[src/rtl/frame_swap_pkg.sv]
// Shared types for the frame swap scheduler: FSM state encoding,
// counter width and a saturating-increment helper.
package frame_swap_pkg;

  localparam int unsigned CNT_W = 8;

  typedef logic [CNT_W-1:0] cnt_t;

  typedef enum logic [0:0] {
    READY   = 1'b0,
    PENDING = 1'b1
  } state_e;

  // Increment v by one, never exceeding lim.
  function automatic cnt_t sat_inc(input cnt_t v, input cnt_t lim);
    return (v >= lim) ? lim : cnt_t'(v + 1'b1);
  endfunction

endpackage

[src/rtl/frame_swap_sat_counter.sv]
// Saturating up-counter with synchronous clear; used for both the
// hold counter and the stale-frame counter.
module frame_swap_sat_counter
  import frame_swap_pkg::*;
(
  input  logic             clk,
  input  logic             rst,
  input  logic             inc,
  input  logic             clr,
  input  logic [CNT_W-1:0] limit,
  output logic [CNT_W-1:0] count,
  output logic             at_limit
);

  // Clear wins over increment; increment stops at limit.
  always_ff @(posedge clk) begin
    if (!rst) begin
      count <= '0;
    end else if (clr) begin
      count <= '0;
    end else if (inc) begin
      count <= sat_inc(count, limit);
    end
  end

  assign at_limit = (count == limit);

endmodule

[src/rtl/frame_swap_scheduler.sv]
// Double-buffer swap scheduler: accepts a loaded back buffer and flips
// banks at a frame boundary once the front buffer has been shown for at
// least MIN_HOLD completed frames.
// Optional macro FRAME_SWAP_STALE_EN adds the stale-frame detector.
module frame_swap_scheduler
  import frame_swap_pkg::*;
#(
  parameter int MIN_HOLD     = 1,
  parameter int STALE_FRAMES = 255
) (
  input  logic             clk,
  input  logic             rst,
  input  logic             frame_complete,
  input  logic             loaded,
  output logic             ready,
  output logic             flip,
  output logic             flip_pulse,
  output logic             dropped,
  output logic [CNT_W-1:0] swap_count,
  output logic             stale
);

  localparam cnt_t HOLD = cnt_t'(MIN_HOLD);

  // Reject out-of-range configurations at elaboration.
  if (MIN_HOLD < 1 || MIN_HOLD > 255) begin : g_bad_hold
    $error("MIN_HOLD out of range 1..255");
  end
  if (STALE_FRAMES < 1 || STALE_FRAMES > 255) begin : g_bad_stale
    $error("STALE_FRAMES out of range 1..255");
  end

  state_e state;
  state_e state_next;
  cnt_t   shown;
  logic   shown_full;
  logic   hold_met;
  logic   swap;

  frame_swap_sat_counter u_shown (
    .clk      (clk),
    .rst      (rst),
    .inc      (frame_complete),
    .clr      (swap),
    .limit    (HOLD),
    .count    (shown),
    .at_limit (shown_full)
  );

  // Swap qualifies when the frame being completed brings shown up to MIN_HOLD.
  always_comb begin
    hold_met   = shown_full | (sat_inc(shown, HOLD) == HOLD);
    swap       = (state == PENDING) && frame_complete && hold_met;
    state_next = state;
    if (swap) begin
      state_next = READY;
    end else if ((state == READY) && loaded) begin
      state_next = PENDING;
    end
  end

  // State, registered ready decode, bank select and pulse outputs.
  always_ff @(posedge clk) begin
    if (!rst) begin
      state      <= READY;
      ready      <= 1'b1;
      flip       <= 1'b0;
      flip_pulse <= 1'b0;
      dropped    <= 1'b0;
      swap_count <= '0;
    end else begin
      state      <= state_next;
      ready      <= (state_next == READY);
      flip_pulse <= swap;
      dropped    <= (state == PENDING) && loaded;
      if (swap) begin
        flip       <= ~flip;
        swap_count <= swap_count + 1'b1;
      end
    end
  end

`ifdef FRAME_SWAP_STALE_EN
  cnt_t stale_cnt;

  frame_swap_sat_counter u_stale (
    .clk      (clk),
    .rst      (rst),
    .inc      (frame_complete),
    .clr      (swap),
    .limit    (cnt_t'(STALE_FRAMES)),
    .count    (stale_cnt),
    .at_limit (stale)
  );
`else
  assign stale = 1'b0;
`endif

endmodule
[config.mk]
export PLATFORM = sky130hd
export DESIGN_NAME = frame_swap_scheduler
export DESIGN_NICKNAME = d
export VERILOG_FILES = /design/src/rtl/frame_swap_pkg.sv /design/src/rtl/frame_swap_sat_counter.sv /design/src/rtl/frame_swap_scheduler.sv
export SDC_FILE = /design/constraint.sdc
export NUM_CORES = 1
export LEC_CHECK = 0
export BUFFER_PORTS_ARGS = -buffer_cell sky130_fd_sc_hd__buf_2
export CAP_MARGIN = 10
export CORE_ASPECT_RATIO = 1.5
export CORE_MARGIN = 5
export CORE_UTILIZATION = 30
export DETAILED_ROUTE_END_ITERATION = 6
export SYNTH_ARGS = -nofsm -noshare
export SYNTH_HDL_FRONTEND = slang
export SYNTH_SLANG_ARGS = --single-unit
[constraint.sdc]
create_clock -name clk -period 2.5 [get_ports clk]
set_input_delay 0.375 -clock clk [delete_from_list [all_inputs] [get_ports clk]]
set_output_delay 0.375 -clock clk [all_outputs]
set_load 0.005 [all_outputs]
==> metrics <==
Num CTS Buffers 3; R2R Path Start u_shown.count[1]; syn_nets 106; leakage between 0.0004 and 0.0005 uW; Seq/Total Area, Yosys a little under half; final hold violations 0; Die W around 55 microns; Hold Crit Endpoint state; Post-synth top cells dfxtp_1 (21), nand2_1 (11), mux2i_1 (7), nand2b_1 (7), nor2_1 (7); wirelength, routed roughly 1800 microns; Final Skew ~3.3 ps; worst-case clock buffer depth 2; Yosys top cell by area dfxtp_1; Power Density between 500 and 600 nW/um^2; layout cell share with drive strength beyond 1 19.30%; CP Data Required Time 2660 ps; DPL Wire Length between 1000 and 1500 microns; gr usage total 8.933%; Crit path max-delay family simple AND/OR/NAND/NOR gates; largest net degree at the start of global routing 22; setup violators final 0; # hold bufs at CTS 0; first-pass GRT wire length between 3000 and 4000 microns; Cells after Synth about 100; Initial DRT Pass Iterations 4; mux share of post-synthesis cell area under 10%; Top FF cell, synth dfxtp_1; Max stage delay on crit path ~500 ps; synth top area cells dfxtp_1 (46%), mux2i_1 (7.6%), ha_1 (5.4%); Site Rows 24; post-synthesis compound-gate area fraction 8.266%; post-synthesis cell type count 33; WS Path Type reg -> reg; clk sinks 21; critical path's slowest cell or4b_4; post-synthesis simple-gate area fraction 29.00%; crit path launch type register; mapped cell area 923.4 sq um; Max Cap Viol 0; Max FO, Critical Path 10; Yosys top cell area share between 40% and 50%; most instantiated library cell after synthesis dfxtp_1; # DRC 0; gp weighted congestion between 0.7 and 0.8; WL/cell about 12 microns; vias in the first global route 729; XOR/XNOR Fraction of Synth Area 0.9485%; Fmax achieved ~0.49 GHz; fillcell total around 340; depth of the most critical reg-to-reg path 6; outcome complete, no violations; total grt overflow 0; Worst EP arrival 2210 ps; multi-input combinational cell area around 480 sq um; HP Class in -> reg; fin util 36.65%; H-tree lvl count 1; Synth Register Bits 21; largest family of logic cells by synthesized area simple AND/OR/NAND/NOR gates; Async SR Flop Fraction 0%; number of vias per cell between 4 and 5; setup TNS 0 ps; hold depth 3; Area growth syn-to-layout 16.80%; CTS clk-pin slew, worst paths around 70 ps; Port Buffer Count 15; fin crit period 2057 ps; Die ar. roughly 4300 sq um; Final Slew Violations 0; Initial Util 31.38%; n_diodes 0; syn_area_per_cell 9.422 sq um; # IOs 17; origin of the worst min-delay path loaded; RSZ-0062 raised after global routing no; r2r setup slk roughly 440 ps; Detailed Route Iter0 Violations 7; Root Buffer clkbuf_8; CTS tree done; Die H between 70 and 80 microns; CORE AREA 2943 sq um; CP endpoint kind register; nets between 100 and 150; Vias just over 700; post_cts resized 0; critical-path cell list inv_1 > ha_1 > or4b_4 > a211oi_4 > nor2_1 > and2_1; antenna-violating nets left 0; Fin Hold WS approximately 360 ps; Post-CTS Setup Bufs 0; EDFF count, synth 0; Clock Latency Late Sink between 200 and 300 ps; FF+latch area 420.4 sq um; Synth Warn # 0; initial antenna violation count 0; Tcrit/Tclk final a little over 80%; Buf/Inv on CP 1; Peak supply drop 0.1999 mV; Post-Synth Adder-Cell Area approximately 5.4%; reg2reg end flip_pulse
placed cells by master, fill, tap and decap left out:
cell,instances
nand2b_1,7
nand2_1,11
clkinv_2,1
or4_1,1
o21ai_0,1
nand3_1,4
or3_1,1
nor3_1,3
conb_1,1
mux2i_1,7
or2_1,1
nor2_1,7
o211ai_1,1
a21boi_1,1
nor2b_1,1
ha_1,4
buf_2,15
nor4b_1,1
nand4_1,2
o21ai_2,1
inv_1,3
and3_1,1
and4_1,1
o31ai_1,1
and2_1,6
clkbuf_8,3
xnor2_1,1
or4b_4,1
dfxtp_1,21
a211oi_4,1
nor3b_1,1
a21oi_1,1
a211oi_1,1
a22oi_1,1
power by group:
| part | internal (uW) | total [uW] | switching [uW] |
|---|---|---|---|
| combinational | 28.7 | 68.7 | 40.0 |
| clock | 111 | 218 | 107 |
| sequential | 344 | 353 | 9.19 |
| total | 484 | 640 | 156 |
worst min-delay path, cell delays in order:
cell	delay [ps]
buf_2	90
nor2_1	40
nor2_1	80
flip-flops by register name, indices dropped and copies added, names as in the netlist:
register and flops:
ready 1, swap_count 8, flip 1, state 1, u_shown.count 8, dropped 1
flip_pulse 1
routing by layer:
| metal | share of wire, % | vias to the layer above | GRT usage, % |
|---|---|---|---|
| met5 | 0 | - | 0 |
| met4 | 1.9 | 0 | 5.109 |
| met3 | 2.4 | 4 | 1.495 |
| met2 | 54 | 12 | 16.47 |
| met1 | 42 | 347 | 9.375 |
| li1 | - | 363 | - |
through the flow:
step | instances | power (uW) | setup WS (ps) | area [sq um]
after floorplan | 98 | 411.5 | 606.8 | 923.4
after global placement | 149 | 428.2 | 508.9 | 1032
after detailed placement | 149 | 431.4 | 425.3 | 1032
after CTS | 153 | 652.5 | 408.9 | 1079
after global routing | 153 | 674.7 | 273.5 | 1079
final | 153 | 639.7 | 443.1 | 1079
worst max-delay path by stage:
stage          cells after the start  slack (ps)    endpoint             start
2_1_floorplan                      6         610       ready  u_shown.count[1]
3_3_place_gp                       6         510       ready  u_shown.count[1]
3_5_place_dp                       6         430  flip_pulse  u_shown.count[1]
4_1_cts                            6         410  flip_pulse  u_shown.count[1]
5_1_grt                            6         270       ready  u_shown.count[1]
6_report                           6         440  flip_pulse  u_shown.count[1]
cell type report:
| cell class | count | share of cell area (%) |
|---|---|---|
| clock buffer | 3 | 3.828 |
| clock inverter | 1 | 0.4640 |
| inverter | 3 | 1.044 |
| multi-input combinational | 71 | 44.20 |
| sequential | 21 | 38.98 |
| tap | 39 | 4.524 |
| timing repair buffer | 15 | 6.961 |
logic make-up after synthesis:
group / Yosys count
simple gates: 49
flops: 21
compound gates: 9
mux: 7
buf+inv: 6
fa+ha+maj: 4
other cells: 1
xor+xnor: 1
Note: power is estimated with default switching activity, not from simulation.
